`src/rtl/io_lane_pkg.sv`:
```
`default_nettype none
// ============================================================================
// Module      : io_lane_pkg
// Description : Shared definitions for the I/O lane arbiter: controller state
//               encoding, default invert mask and a width helper.
// Revision    : 1.0 - initial release
// ============================================================================
package io_lane_pkg;

    // Controller states
    localparam logic [0:0] ST_IDLE  = 1'b0;
    localparam logic [0:0] ST_GRANT = 1'b1;

    // Default invert mask: every lane inverted
    localparam logic [7:0] MASK_RST_DEFAULT = 8'hFF;

    // Index width for n entries, never less than one bit
    function automatic int lane_clog2(input int n);
        int r;
        r = 1;
        while ((1 << r) < n) begin
            r = r + 1;
        end
        return r;
    endfunction

endpackage
`default_nettype wire

```
`src/rtl/io_lane_arbiter_rr_pick.sv`:
```
`default_nettype none
// ============================================================================
// Module      : rr_pick
// Description : Combinational round-robin priority encoder. Returns the first
//               requester with req set, searching rr_ptr, rr_ptr+1, ...
//               modulo NREQ.
// Ports       : req    - request vector
//               rr_ptr - index with highest priority
//               pick   - selected index (valid when any=1)
//               any    - at least one request present
// Revision    : 1.0 - initial release
// ============================================================================
module rr_pick #(
    parameter int NREQ = 4,
    parameter int IW   = 2
) (
    input  logic [NREQ-1:0] req,
    input  logic [IW-1:0]   rr_ptr,
    output logic [IW-1:0]   pick,
    output logic            any
);

    logic [2*NREQ-1:0] w_dbl;
    logic [NREQ-1:0]   w_rot;
    logic [IW:0]       w_first;
    logic [IW:0]       w_sum;

    // Rotate so that bit 0 of w_rot is the requester at rr_ptr
    assign w_dbl = {req, req} >> rr_ptr;
    assign w_rot = w_dbl[NREQ-1:0];
    assign any   = |req;

    always_comb begin
        w_first = '0;
        // Descending scan: lowest rotated offset wins
        for (int k = NREQ - 1; k >= 0; k--) begin
            if (w_rot[k]) begin
                w_first = (IW+1)'(k);
            end
        end
        // Un-rotate; the extra bit keeps the sum exact for non-power-of-2 NREQ
        w_sum = {1'b0, rr_ptr} + w_first;
        if (w_sum >= (IW+1)'(NREQ)) begin
            w_sum = w_sum - (IW+1)'(NREQ);
        end
        pick = w_sum[IW-1:0];
    end

endmodule
`default_nettype wire

```
`src/rtl/io_lane_arbiter.sv`:
```
`default_nettype none
// ============================================================================
// Module      : io_lane_arbiter
// Description : Round-robin arbiter sharing one registered DW-bit output lane
//               bank between NREQ requesters. The granted requester's data
//               leaves XORed with its programmable invert mask. Grants are
//               limited to MAX_BURST consecutive beats while others wait.
// Ports       : clk, rst_n          - clock, async active-low reset
//               req, req_data       - per-requester request level and data
//               gnt                 - registered one-hot-or-zero grant
//               cfg_we/idx/mask     - invert-mask table write port
//               out_data/valid/owner- registered lane output and its source
//               busy                - a grant is active
// Revision    : 1.0 - initial release
// ============================================================================
module io_lane_arbiter
    import io_lane_pkg::*;
#(
    parameter int            NREQ      = 4,
    parameter int            DW        = 8,
    parameter int            MAX_BURST = 4,
    parameter logic [DW-1:0] MASK_RST  = DW'(MASK_RST_DEFAULT),
    localparam int           IW        = lane_clog2(NREQ),
    localparam int           BW        = lane_clog2(MAX_BURST)
) (
    input  logic               clk,
    input  logic               rst_n,
    input  logic [NREQ-1:0]    req,
    input  logic [NREQ*DW-1:0] req_data,
    output logic [NREQ-1:0]    gnt,
    input  logic               cfg_we,
    input  logic [IW-1:0]      cfg_idx,
    input  logic [DW-1:0]      cfg_mask,
    output logic [DW-1:0]      out_data,
    output logic               out_valid,
    output logic [IW-1:0]      out_owner,
    output logic               busy
);

    logic [0:0]      state_q,     state_d;
    logic [NREQ-1:0] gnt_q,       gnt_d;
    logic [IW-1:0]   owner_q,     owner_d;
    logic [IW-1:0]   rr_ptr_q,    rr_ptr_d;
    logic [BW-1:0]   burst_q,     burst_d;
    logic [DW-1:0]   out_data_q,  out_data_d;
    logic            out_valid_q, out_valid_d;
    logic [IW-1:0]   out_owner_q, out_owner_d;
    logic [DW-1:0]   mask_q [NREQ];
    logic [DW-1:0]   mask_d [NREQ];

    logic [DW-1:0]   w_data [NREQ];
    logic [IW-1:0]   w_owner_next;
    logic [IW-1:0]   w_pick_ptr;
    logic [IW-1:0]   w_pick;
    logic            w_any;
    logic            w_beat;
    logic            w_others;
    logic            w_last;

    for (genvar i = 0; i < NREQ; i++) begin : g_unpack
        assign w_data[i] = req_data[i*DW +: DW];
    end

    assign w_owner_next = (owner_q == IW'(NREQ - 1)) ? '0 : owner_q + IW'(1);

    // While granted, the only pick ever used is the hand-off one, which
    // searches from the slot after the current owner; that is exactly where
    // rr_ptr lands on release, so the next grant is ready on the same edge.
    assign w_pick_ptr = (state_q == ST_GRANT) ? w_owner_next : rr_ptr_q;

    rr_pick #(
        .NREQ (NREQ),
        .IW   (IW)
    ) u_rr_pick (
        .req    (req),
        .rr_ptr (w_pick_ptr),
        .pick   (w_pick),
        .any    (w_any)
    );

    assign w_beat   = (state_q == ST_GRANT) && req[owner_q];
    assign w_others = |(req & ~gnt_q);
    assign w_last   = (burst_q == BW'(MAX_BURST - 1));

    always_comb begin
        state_d     = state_q;
        gnt_d       = gnt_q;
        owner_d     = owner_q;
        rr_ptr_d    = rr_ptr_q;
        burst_d     = burst_q;
        out_data_d  = out_data_q;
        out_owner_d = out_owner_q;
        out_valid_d = 1'b0;

        case (state_q)
            ST_IDLE: begin
                if (w_any) begin
                    state_d        = ST_GRANT;
                    gnt_d          = '0;
                    gnt_d[w_pick]  = 1'b1;
                    owner_d        = w_pick;
                    burst_d        = '0;
                end
            end
            ST_GRANT: begin
                if (w_beat) begin
                    out_valid_d = 1'b1;
                    out_data_d  = w_data[owner_q] ^ mask_q[owner_q];
                    out_owner_d = owner_q;
                    burst_d     = burst_q + BW'(1);
                end
                // Release on owner drop, or on burst end when someone waits
                if (!req[owner_q] || (w_last && w_others)) begin
                    rr_ptr_d = w_owner_next;
                    burst_d  = '0;
                    gnt_d    = '0;
                    if (w_any) begin
                        gnt_d[w_pick] = 1'b1;
                        owner_d       = w_pick;
                    end else begin
                        state_d = ST_IDLE;
                    end
                end else if (w_last) begin
                    // Burst limit reached with nobody waiting: keep going
                    burst_d = '0;
                end
            end
            default: begin
                state_d = ST_IDLE;
                gnt_d   = '0;
            end
        endcase
    end

    // Write lands at the edge, so a beat on that same edge still sees the old mask
    always_comb begin
        mask_d = mask_q;
        for (int i = 0; i < NREQ; i++) begin
            if (cfg_we && (cfg_idx == IW'(i))) begin
                mask_d[i] = cfg_mask;
            end
        end
    end

    always_ff @(posedge clk or negedge rst_n) begin
        if (!rst_n) begin
            state_q     <= ST_IDLE;
            gnt_q       <= '0;
            owner_q     <= '0;
            rr_ptr_q    <= '0;
            burst_q     <= '0;
            out_data_q  <= '0;
            out_valid_q <= 1'b0;
            out_owner_q <= '0;
            for (int i = 0; i < NREQ; i++) begin
                mask_q[i] <= MASK_RST;
            end
        end else begin
            state_q     <= state_d;
            gnt_q       <= gnt_d;
            owner_q     <= owner_d;
            rr_ptr_q    <= rr_ptr_d;
            burst_q     <= burst_d;
            out_data_q  <= out_data_d;
            out_valid_q <= out_valid_d;
            out_owner_q <= out_owner_d;
            mask_q      <= mask_d;
        end
    end

    assign gnt       = gnt_q;
    assign out_data  = out_data_q;
    assign out_valid = out_valid_q;
    assign out_owner = out_owner_q;
    assign busy      = (state_q == ST_GRANT);

endmodule
`default_nettype wire
```
`config.mk`:
```
export PLATFORM = sky130hd
export DESIGN_NAME = io_lane_arbiter
export DESIGN_NICKNAME = d
export VERILOG_FILES = /design/src/rtl/io_lane_pkg.sv /design/src/rtl/io_lane_arbiter_rr_pick.sv /design/src/rtl/io_lane_arbiter.sv
export SDC_FILE = /design/constraint.sdc
export NUM_CORES = 1
export LEC_CHECK = 0
export BUFFER_PORTS_ARGS = -buffer_cell sky130_fd_sc_hd__buf_2
export CELL_PAD_IN_SITES_DETAIL_PLACEMENT = 1
export CELL_PAD_IN_SITES_GLOBAL_PLACEMENT = 2
export CORE_UTILIZATION = 35
export DETAILED_ROUTE_END_ITERATION = 8
export PLACE_DENSITY_LB_ADDON = 0.1
export SLEW_MARGIN = 20
export SYNTH_ARGS = -nofsm -noshare
export SYNTH_HDL_FRONTEND = slang
export SYNTH_SLANG_ARGS = --single-unit
```
`constraint.sdc`:
```
create_clock -name clk -period 3.1 [get_ports clk]
set_input_delay 0.62 -clock clk [delete_from_list [all_inputs] [get_ports clk]]
set_output_delay 0.62 -clock clk [all_outputs]
set_load 0.05 [all_outputs]
```
==> flow_metrics.py <==
metrics = {
    "layout": {
        "postLayoutCellArea_um2": 3540,
        "area_growth_pct": 20.2,
        "final_util": 0.433,
        "drive_gt1_frac": 0.539,
        "antenna_cells": 0,
        "fin_nets": 357,
    },
    "place": {
        "gp_congestion": 0.765,
        "portBuffers": 64,
        "hpwl_um": 4980,
        "dpl-instance-area_um2": 3430,
    },
    "cts": {
        "cts_sinks": 54,
        "cts_tree": "done",
        "ctsResizeCount": 0,
        "clkLatencyLatePin_ns": 0.31,
        "path_clk_slew_ns": 0.10,
        "cts_buffers": 5,
        "cts_root_buf": "clkbuf_8",
        "cts-hold-fix-buffers": 0,
        "cts_buffer_depth": 2,
        "htree_num_levels": 2,
        "post_cts_buffers": 0,
    },
    "global_routing": {
        "antenna_found_initial": 0,
        "grt_pass1_wl_um": 11100,
        "grt_pass1_vias": 2126,
        "grt.busiest_layer": "met2",
        "overflow": 0,
        "global_route.usage.met1": 0.209,
        "grt_usage": 0.168,
        "grt_max_degree": 30,
        "met3_usage": 0.0356,
        "gr-usage-met2": 0.294,
    },
    "synth": {
        "synth_compound_area_frac": 0.115,
        "ys_seq_area_frac": 0.472,
        "synth_area_um2": 2950,
        "syn_avg_cell_area_um2": 12.7,
        "synth-adder-area-share": 0.0127,
        "synth_mux_area_frac": 0.209,
        "synth_nets": 284,
        "synthCells": 232,
        "synth_top_family_by_area": "multiplexers",
        "synth.area.top_cells": "dfstp_2, dfrtp_1, mux2_2, xnor2_1, mux4_2",
        "synth-edff-count": 0,
        "synth_common_cells": "mux2_2, dfstp_2, xnor2_1, dfrtp_1, nor2_1",
        "ys_async_sr_fraction": 1.00,
        "synth_seq_cells": 54,
        "yosysMostFrequentCell": "mux2_2",
        "ys.flop_type": "dfstp_2",
        "synth_top_area_frac": 0.285,
        "synth_xor_area_frac": 0.0951,
        "yosys.area_share.simple": 0.0794,
        "synth.distinct_cells": 40,
        "yosys_warnings": 0,
        "synth_area_leader_cell": "dfstp_2",
    },
    "sta": {
        "finalHoldViolations": 0,
        "worstMarginPinSlew_ns": 0.779,
        "setup_tns_ns": 0,
        "rsz0062_at_grt": "no",
        "fin_skew_ns": 0.00890,
        "setup-violations-final": 0,
        "fmax_mhz": 375,
        "finalMaxSlewViolations": 0,
        "min_period_ns": 2.66,
        "post-route-period-util": 0.860,
        "slew_headroom": 0.479,
    },
    "floorplanning": {
        "initial_core_util": 0.361,
        "io_pins": 65,
        "fp.dieW_um": 93.8,
        "core_region_area_um2": 8180,
        "die_area_um2": 8790,
        "num_rows": 33,
        "die_h_um": 93.8,
    },
    "worst_setup_path": {
        "crit_type": "register to register",
        "critPathLaunchType": "register",
        "end_kind": "register",
        "cp_max_fo": 5,
        "cp.arrival_ns": 2.90,
        "required_ns": 3.33,
    },
    "power": {
        "finalPower_mw": 3.27,
        "p_per_area_nw_per_um2": 922,
        "ir_worst_vdd_mv": 0.267,
        "p_leak_nw": 1.44,
    },
    "run": {
        "maxCapViolCount": 0,
    },
    "detailed_routing": {
        "drt-initial-drc-count": 47,
        "vias": 2030,
        "viasPerCell": 4.94,
        "avgRoutedWirePerCell_um": 16.2,
        "dr.pass1.iters": 4,
        "ant_nets": 0,
        "drt-total-wl_um": 6660,
        "drcViolationCount": 0,
    },
    "worst_hold_path": {
        "hp-class": "primary input to async pin",
    },
    "outcome": {
        "outcome": "finished, final reports clean",
    },
}
metal layers:
metal / up-vias / routed length (um)
li1: 983 / -
met1: 1003 / 2920
met2: 39 / 3440
met3: 5 / 246
met4: 0 / 51
met5: - / 0
cell usage in the layout (no fill, tap or decap), types with 2 or more instances in the layout:
cell type  Yosys  layout
buf_2          1      64
mux2_2        37      37
xnor2_1       32      32
dfstp_2       32      32
dfrtp_1       22      22
nor2_1        15      15
nand2_1       13      13
a21oi_1       12      12
mux4_2         8       8
buf_4          1       8
nor2b_1        6       6
o211ai_1       6       6
o21ai_0        5       5
clkbuf_8       0       5
inv_1          4       4
nand3b_1       3       3
o2111ai_1      3       3
ha_1           3       3
mux2i_1        2       2
nor4_1         2       2
a211oi_4       2       2
cell families after synthesis:
| group | count (synthesis) |
|---|---|
| flops | 54 |
| mux | 47 |
| simple gates | 45 |
| compound gates | 41 |
| xor+xnor | 32 |
| buf+inv | 10 |
| fa+ha+maj | 3 |
where the power goes:
part | switching (mW) | total [mW] | internal [mW]
registers | 0.125 | 1.11 | 0.981
logic | 0.994 | 1.70 | 0.702
clock network | 0.251 | 0.465 | 0.214
total | 1.37 | 3.27 | 1.90
flip-flops by register name (all words and copies together), names as in the netlist:
register and count:
out_owner 2, out_data 8, owner_q 2, gnt 4, mask_q 32, busy 1, rr_ptr_q 2, burst_q 2
out_valid 1
worst paths after layout:
path | startpoint | endpoint | slack, ns | depth (start not counted)
max reg2reg | owner_q[0] | gnt[0] | 0.44 | 11
max | owner_q[0] | gnt[0] | 0.44 | 11
min | rst_n | gnt[0] | 0.34 | 1
min in group clk | burst_q[1] | burst_q[1] | 0.51 | 1
min reg2reg | burst_q[1] | burst_q[1] | 0.51 | 1
max in group asynchronous | rst_n | mask_q[7] | 2.00 | 2
worst max-delay path: stages (launching register included):
cell and delay (ns):
dfrtp_1 0.40, ha_1 0.31, mux2i_1 0.34, o21ai_0 0.13, a21oi_1 0.16, nor2_1 0.06, o21ai_0 0.14, ha_1 0.26
inv_1 0.13, a2111oi_1 0.38, o211ai_1 0.16, o211ai_1 0.12
cell type report:
class	count	area, um^2
Fill cell	922	4630
Multi-Input combinational cell	168	1510
Sequential cell	54	1390
Timing Repair Buffer	72	380
Tap cell	105	131
Clock buffer	6	93.8
Clock inverter	2	18.8
Inverter	4	15.0
metrics by stage:
stage	std cells	setup WS [ns]	hold slack, ns
after floorplan	232	0.398	0.324
after global placement	403	0.537	0.481
after detailed placement	403	0.455	0.477
after CTS	411	0.421	0.363
after global routing	411	0.0767	0.371
final	411	0.435	0.336
No activity file was read; power rests on OpenSTA's default activity.
